===== src/rtl/uart_transmit_pkg.sv =====
// Shared UART definitions: FSM state encoding, default CLK_FREQ/BAUD and the BPS_CNT
// derivation; ST_PARITY exists only when UART_TX_PARITY_EN is defined.
package uart_transmit_pkg;

    localparam int DEF_CLK_FREQ = 50_000_000;
    localparam int DEF_BAUD     = 9600;

    typedef enum logic [2:0] {
        ST_IDLE   = 3'd0,
        ST_START  = 3'd1,
        ST_DATA   = 3'd2,
        ST_STOP   = 3'd3
`ifdef UART_TX_PARITY_EN
        ,
        ST_PARITY = 3'd4
`endif
    } tx_state_e;

    function automatic int calc_bps_cnt(input int clk_freq, input int baud);
        return clk_freq / baud;
    endfunction

endpackage


===== src/rtl/uart_tx_bps.sv =====
// Bit-period tick generator: counts 0..BPS_CNT-1 while cnt_start is high, held at 0 otherwise.
// bps_sig is combinational from the counter and marks the last clock of every bit period.
module uart_tx_bps
    import uart_transmit_pkg::*;
#(
    parameter int BPS_CNT = calc_bps_cnt(DEF_CLK_FREQ, DEF_BAUD)
) (
    input  logic clk,
    input  logic rst,
    input  logic cnt_start,
    output logic bps_sig
);

    localparam int               CNT_W    = (BPS_CNT > 1) ? $clog2(BPS_CNT) : 1;
    localparam logic [CNT_W-1:0] CNT_LAST = CNT_W'(BPS_CNT - 1);

    logic [CNT_W-1:0] cnt_q;
    logic [CNT_W-1:0] cnt_d;

    // Wrapping at CNT_LAST restarts the count for a back-to-back frame without a gap.
    always_comb begin
        cnt_d = '0;
        if (cnt_start && (cnt_q != CNT_LAST)) begin
            cnt_d = cnt_q + 1'b1;
        end
    end

    always_ff @(posedge clk or posedge rst) begin
        if (rst) begin
            cnt_q <= '0;
        end else begin
            cnt_q <= cnt_d;
        end
    end

    assign bps_sig = cnt_start && (cnt_q == CNT_LAST);

endmodule


===== src/rtl/uart_transmit.sv =====
// 8N1 UART transmitter with a one-deep holding register; line goes low 2 clocks after accept.
// tx_en is dropped while tx_rdy=0; UART_TX_PARITY_EN adds an even-parity bit (11-bit frame).
module uart_transmit
    import uart_transmit_pkg::*;
#(
    parameter int CLK_FREQ = DEF_CLK_FREQ,
    parameter int BAUD     = DEF_BAUD
) (
    input  logic       clk,
    input  logic       rst,
    input  logic       tx_en,
    input  logic [7:0] tx_data,
    output logic       tx_rdy,
    output logic       tx_busy,
    output logic       tx_int,
    output logic       uart_txd
);

    localparam int BPS_CNT = calc_bps_cnt(CLK_FREQ, BAUD);

    tx_state_e  state_q, state_d;
    logic [7:0] hold_q, hold_d;
    logic       hold_vld_q, hold_vld_d;
    logic [7:0] shift_q, shift_d;
    logic [2:0] bit_cnt_q, bit_cnt_d;
    logic       txd_q, txd_d;
    logic       bps_sig;
    logic       load;
`ifdef UART_TX_PARITY_EN
    logic       parity_q, parity_d;
`endif

    uart_tx_bps #(
        .BPS_CNT (BPS_CNT)
    ) u_bps (
        .clk       (clk),
        .rst       (rst),
        .cnt_start (tx_busy),
        .bps_sig   (bps_sig)
    );

    assign tx_rdy   = ~hold_vld_q;
    assign tx_busy  = (state_q != ST_IDLE);
    assign tx_int   = (state_q == ST_STOP) && bps_sig;
    assign uart_txd = txd_q;

    // txd_d is the level for the next clock, so every bit change is set up on the last clock of the previous bit.
    always_comb begin
        state_d   = state_q;
        shift_d   = shift_q;
        bit_cnt_d = bit_cnt_q;
        txd_d     = txd_q;
        load      = 1'b0;
        case (state_q)
            ST_IDLE: begin
                txd_d = 1'b1;
                if (hold_vld_q) begin
                    load    = 1'b1;
                    state_d = ST_START;
                    txd_d   = 1'b0;
                end
            end
            ST_START: begin
                if (bps_sig) begin
                    state_d = ST_DATA;
                    txd_d   = shift_q[0];
                end
            end
            ST_DATA: begin
                if (bps_sig) begin
                    if (bit_cnt_q == 3'd7) begin
`ifdef UART_TX_PARITY_EN
                        state_d = ST_PARITY;
                        txd_d   = parity_q;
`else
                        state_d = ST_STOP;
                        txd_d   = 1'b1;
`endif
                    end else begin
                        bit_cnt_d = bit_cnt_q + 3'd1;
                        shift_d   = {1'b0, shift_q[7:1]};
                        txd_d     = shift_q[1];
                    end
                end
            end
`ifdef UART_TX_PARITY_EN
            ST_PARITY: begin
                if (bps_sig) begin
                    state_d = ST_STOP;
                    txd_d   = 1'b1;
                end
            end
`endif
            ST_STOP: begin
                if (bps_sig) begin
                    if (hold_vld_q) begin
                        load    = 1'b1;
                        state_d = ST_START;
                        txd_d   = 1'b0;
                    end else begin
                        state_d = ST_IDLE;
                        txd_d   = 1'b1;
                    end
                end
            end
            default: begin
                state_d = ST_IDLE;
                txd_d   = 1'b1;
            end
        endcase
        if (load) begin
            shift_d   = hold_q;
            bit_cnt_d = '0;
        end
    end

    // A load only happens while the holder is full (tx_rdy=0), so it never collides with an accept.
    always_comb begin
        hold_d     = hold_q;
        hold_vld_d = hold_vld_q;
        if (load) begin
            hold_vld_d = 1'b0;
        end
        if (tx_en && tx_rdy) begin
            hold_vld_d = 1'b1;
            hold_d     = tx_data;
        end
    end

`ifdef UART_TX_PARITY_EN
    always_comb begin
        parity_d = parity_q;
        if (load) begin
            parity_d = ^hold_q;
        end
    end
`endif

    always_ff @(posedge clk or posedge rst) begin
        if (rst) begin
            state_q    <= ST_IDLE;
            hold_q     <= '0;
            hold_vld_q <= 1'b0;
            shift_q    <= '0;
            bit_cnt_q  <= '0;
            txd_q      <= 1'b1;
        end else begin
            state_q    <= state_d;
            hold_q     <= hold_d;
            hold_vld_q <= hold_vld_d;
            shift_q    <= shift_d;
            bit_cnt_q  <= bit_cnt_d;
            txd_q      <= txd_d;
        end
    end

`ifdef UART_TX_PARITY_EN
    always_ff @(posedge clk or posedge rst) begin
        if (rst) begin
            parity_q <= 1'b0;
        end else begin
            parity_q <= parity_d;
        end
    end
`endif

endmodule


===== config.mk =====
export PLATFORM = sky130hd
export DESIGN_NAME = uart_transmit
export DESIGN_NICKNAME = d
export VERILOG_FILES = /design/src/rtl/uart_transmit_pkg.sv /design/src/rtl/uart_tx_bps.sv /design/src/rtl/uart_transmit.sv
export SDC_FILE = /design/constraint.sdc
export NUM_CORES = 1
export LEC_CHECK = 0
export CORE_MARGIN = 5
export CORE_UTILIZATION = 62
export CTS_BUF_LIST = sky130_fd_sc_hd__clkbuf_4
export CTS_CLUSTER_SIZE = 14
export DETAILED_ROUTE_END_ITERATION = 8
export HOLD_SLACK_MARGIN = 0.08
export PLACE_DENSITY = 0.95
export SLEW_MARGIN = 0
export SYNTH_ARGS = -nofsm -noshare
export SYNTH_HDL_FRONTEND = slang
export SYNTH_SLANG_ARGS = --single-unit

===== constraint.sdc =====
create_clock -name clk -period 4.11 [get_ports clk]
set_input_delay 0.6165 -clock clk [delete_from_list [all_inputs] [get_ports clk]]
set_output_delay 0.6165 -clock clk [all_outputs]
set_load 0.01 [all_outputs]

==> metrics.md <==
| Metric | Value |
|---|---|
| Routed wire length | `between 3 and 4 mm` |
| Via count | `roughly 1200` |
| R2r startpoint | `state_q[0]` |
| Hold wc startpoint | `u_bps.cnt_q[0]` |
| Final cycle utilization of the critical path | `78.0%` |
| Leakage dissipation | `0.901 nW` |
| Synth Flop Type | `dfrtp_1` |
| Hold-fix buffers at CTS | `0` |
| Post-CTS sizing | `0` |
| Largest cells by area after synthesis | `dfrtp_1 (51%), mux2_2 (5.8%), ha_1 (5.1%)` |
| FILL cells | `173` |
| Status | `finished, final reports clean` |
| Root Driver | `clkbuf_4` |
| Post-CTS Setup Bufs | `0` |
| Global Route Usage Sum | `between 10% and 20%` |
| WP buf/inv | `2` |
| Largest net degree at the start of global routing | `37` |
| Synth cell types | `35` |
| CTS tree | `built` |
| Sink Count | `36` |
| Total grt overflow | `0` |
| Crit path max-delay cell type | `clkdlybuf4s50_1` |
| Skew-Pair Late Insertion Delay | `0.35 ns` |
| H-Tree Depth | `2` |
| Least-Margin Pin Slew | `0.728 ns` |
| Num rows | `19` |
| Crit-path leading delay family | `simple AND/OR/NAND/NOR gates` |
| Wire length of the first global-routing pass | `5.82 mm` |
| Setup Viol. Count Final | `0` |
| Final HPWL DP | `roughly 2.4 mm` |
| Data required time of the worst path | `3.49 ns` |
| Final Core Density | `74.8%` |
| Port buffer count | `14` |
| Final net count | `188` |
| Share of layout cells above drive strength 1 | `14.6%` |
| Post-synth top cells | `dfrtp_1 (35), nor2_1 (17), nand2_1 (11)` |
| #FFs+latches synth | `36` |
| Vias/cell | `6.11` |
| Antenna-violating nets left | `0` |
| Routability cong. | `0.870` |
| Number of enable flip-flop cells after synthesis | `0` |
| Worst vdd ir | `0.586 mV` |
| Kind of critical path | `register to output port` |
| Max clock buf depth | `2` |
| Vias in the first global route | `1292` |
| Slew HR | `51.4%` |
| Fin Setup TNS | `0 ns` |
| Final hold violation count | `0` |
| Reg area | `902 µm²` |
| Max Cap Viol | `0` |
| Clock period minus worst slack | `3.20 ns` |
| Clock transition at path regs | `0.12 ns` |
| Number of diodes | `0` |
| Yosys warns | `0` |
| Core Region | `~2700 µm²` |
| I/O Pins | `15` |
| Antenna violations before repair | `0` |
| Syn_area_per_cell | `11.5 µm²` |
| Most common cell in the netlist | `dfrtp_1` |
| Clk_skew | `0.0134 ns` |
| Chip height | `62.9 µm` |
| Worst path cell trace | `inv_1, ha_1, nor4b_1, nand4_1, nor2_1, clkdlybuf4s50_1` |
| Delay of the slowest cell on the worst path | `approximately 0.56 ns` |
| RR Endpoint | `shift_q[4]` |
| Synthesis-to-finish area growth | `17.0%` |
| R2R depth | `7` |
| Syn_nets | `169` |
| Worst hold endpoint | `u_bps.cnt_q[0]` |
| PnR Total Power | `1.48 mW` |
| Worst R2R Setup Slack | `between 1.5 and 2 ns` |
| Ys async rst share | `100%` |
| Horiz. Die Dim | `62.9 µm` |
| Crit path max fanout | `7` |
| Area of the multi-input gates | `778 µm²` |
| RSZ-0062 raised after global routing | `no` |
| Hold path cells | `1` |
| Pre-antenna DRT Iters | `4` |
| Synth top area share | `50.5%` |
| Synthesized instance count | `151` |
| Hold Crit Class | `register to register` |
| Synth Cell Area | `1730 µm²` |
| Worst setup EP type | `output port` |
| Die Area | `3950 µm²` |
| CP Launch Type | `register` |
| Post-synthesis sequential area ratio | `a little over half` |
| Worst hold slack | `0.503 ns` |
| Pwr Density | `a little over 700 nW/µm²` |
| Initial core utilization | `between 60 and 70%` |
| FMAX | `0.312 GHz` |
| Final Slew Violations | `0` |
| 1st-iter DRT viols | `98` |
| DR WL/cell | `16.9 µm` |
| Number of remaining DRC errors | `0` |
| TritonCTS Buffers | `5` |
| Largest area contributor in the netlist | `dfrtp_1` |
| Critical Path AT | `2.59 ns` |
==> cells in the final DEF (no fill, tap or decap), drive strengths merged, types with 2 or more instances in the layout <==
cell type	instances
dfrtp	35
nor2	17
clkdlybuf4s50	14
nand2	11
inv	9
mux2	9
a2bb2oi	8
o22ai	7
ha	7
xor2	6
xnor2	5
clkbuf	5
and3	4
nand4	3
a22o	3
bufinv	3
and4bb	3
o21ai	2
a21oi	2
nand3	2
==> worst max-delay path by stage <==
stage          cells past startpoint       start  slack [ns]         end
2_1_floorplan                      7  state_q[0]        2.11  state_q[1]
3_3_place_gp                       6  state_q[0]        1.58      tx_int
3_5_place_dp                       6  state_q[0]        1.45      tx_int
4_1_cts                            6  state_q[0]        0.91      tx_int
5_1_grt                            6  state_q[0]        0.73      tx_int
6_report                           6  state_q[0]        0.91      tx_int
==> per-stage QoR <==
step,cells,instance area [µm²],worst slack (ns)
final,202,2030,0.905
after global routing,202,2030,0.732
after CTS,202,2030,0.911
after detailed placement,194,1900,1.45
after global placement,194,1900,1.58
after floorplan,151,1730,2.11
==> logic make-up after synthesis <==
family	after synthesis	synth area share, %
buffers and inverters	12	3.03
AOI/OAI and AO/OA	31	14.9
DFF	36	52.1
muxes	9	5.85
and+or+nand+nor	45	13.5
xor gates and xnor gates	11	5.56
adders and majority gates	7	5.05
==> registers in the layout (all words and copies together), names as in the netlist <==
name	flops
uart_txd	1
u_bps.cnt_q	13
state_q	2
shift_q	8
hold_vld_q	1
bit_cnt_q	3
hold_q	8
==> power breakdown <==
part	leakage, nW	switching, mW	internal (mW)
Sequential	0.443	0.0910	0.489
Clock	0.0654	0.124	0.251
Combinational	0.392	0.267	0.255
Total	0.901	0.481	0.994
==> metal layers <==
layer  global-route usage (%)  routed length (µm)  part of all wire (%)
met5                        0                   0                     0
met4                     9.28                  86                   2.5
met2                     30.9                1780                    52
met1                     21.3                1390                    41
met3                     7.37                 161                   4.7
==> final cells by class <==
type,count,area share [%]
clock buffers,5,1.85
inverters,9,1.67
clock inverters,3,4.44
multi-input cells,103,38.4
repair buffers,15,7.28
flip-flops and latches,36,44.5
well taps,31,1.91
(Power assumes the default switching activity.)
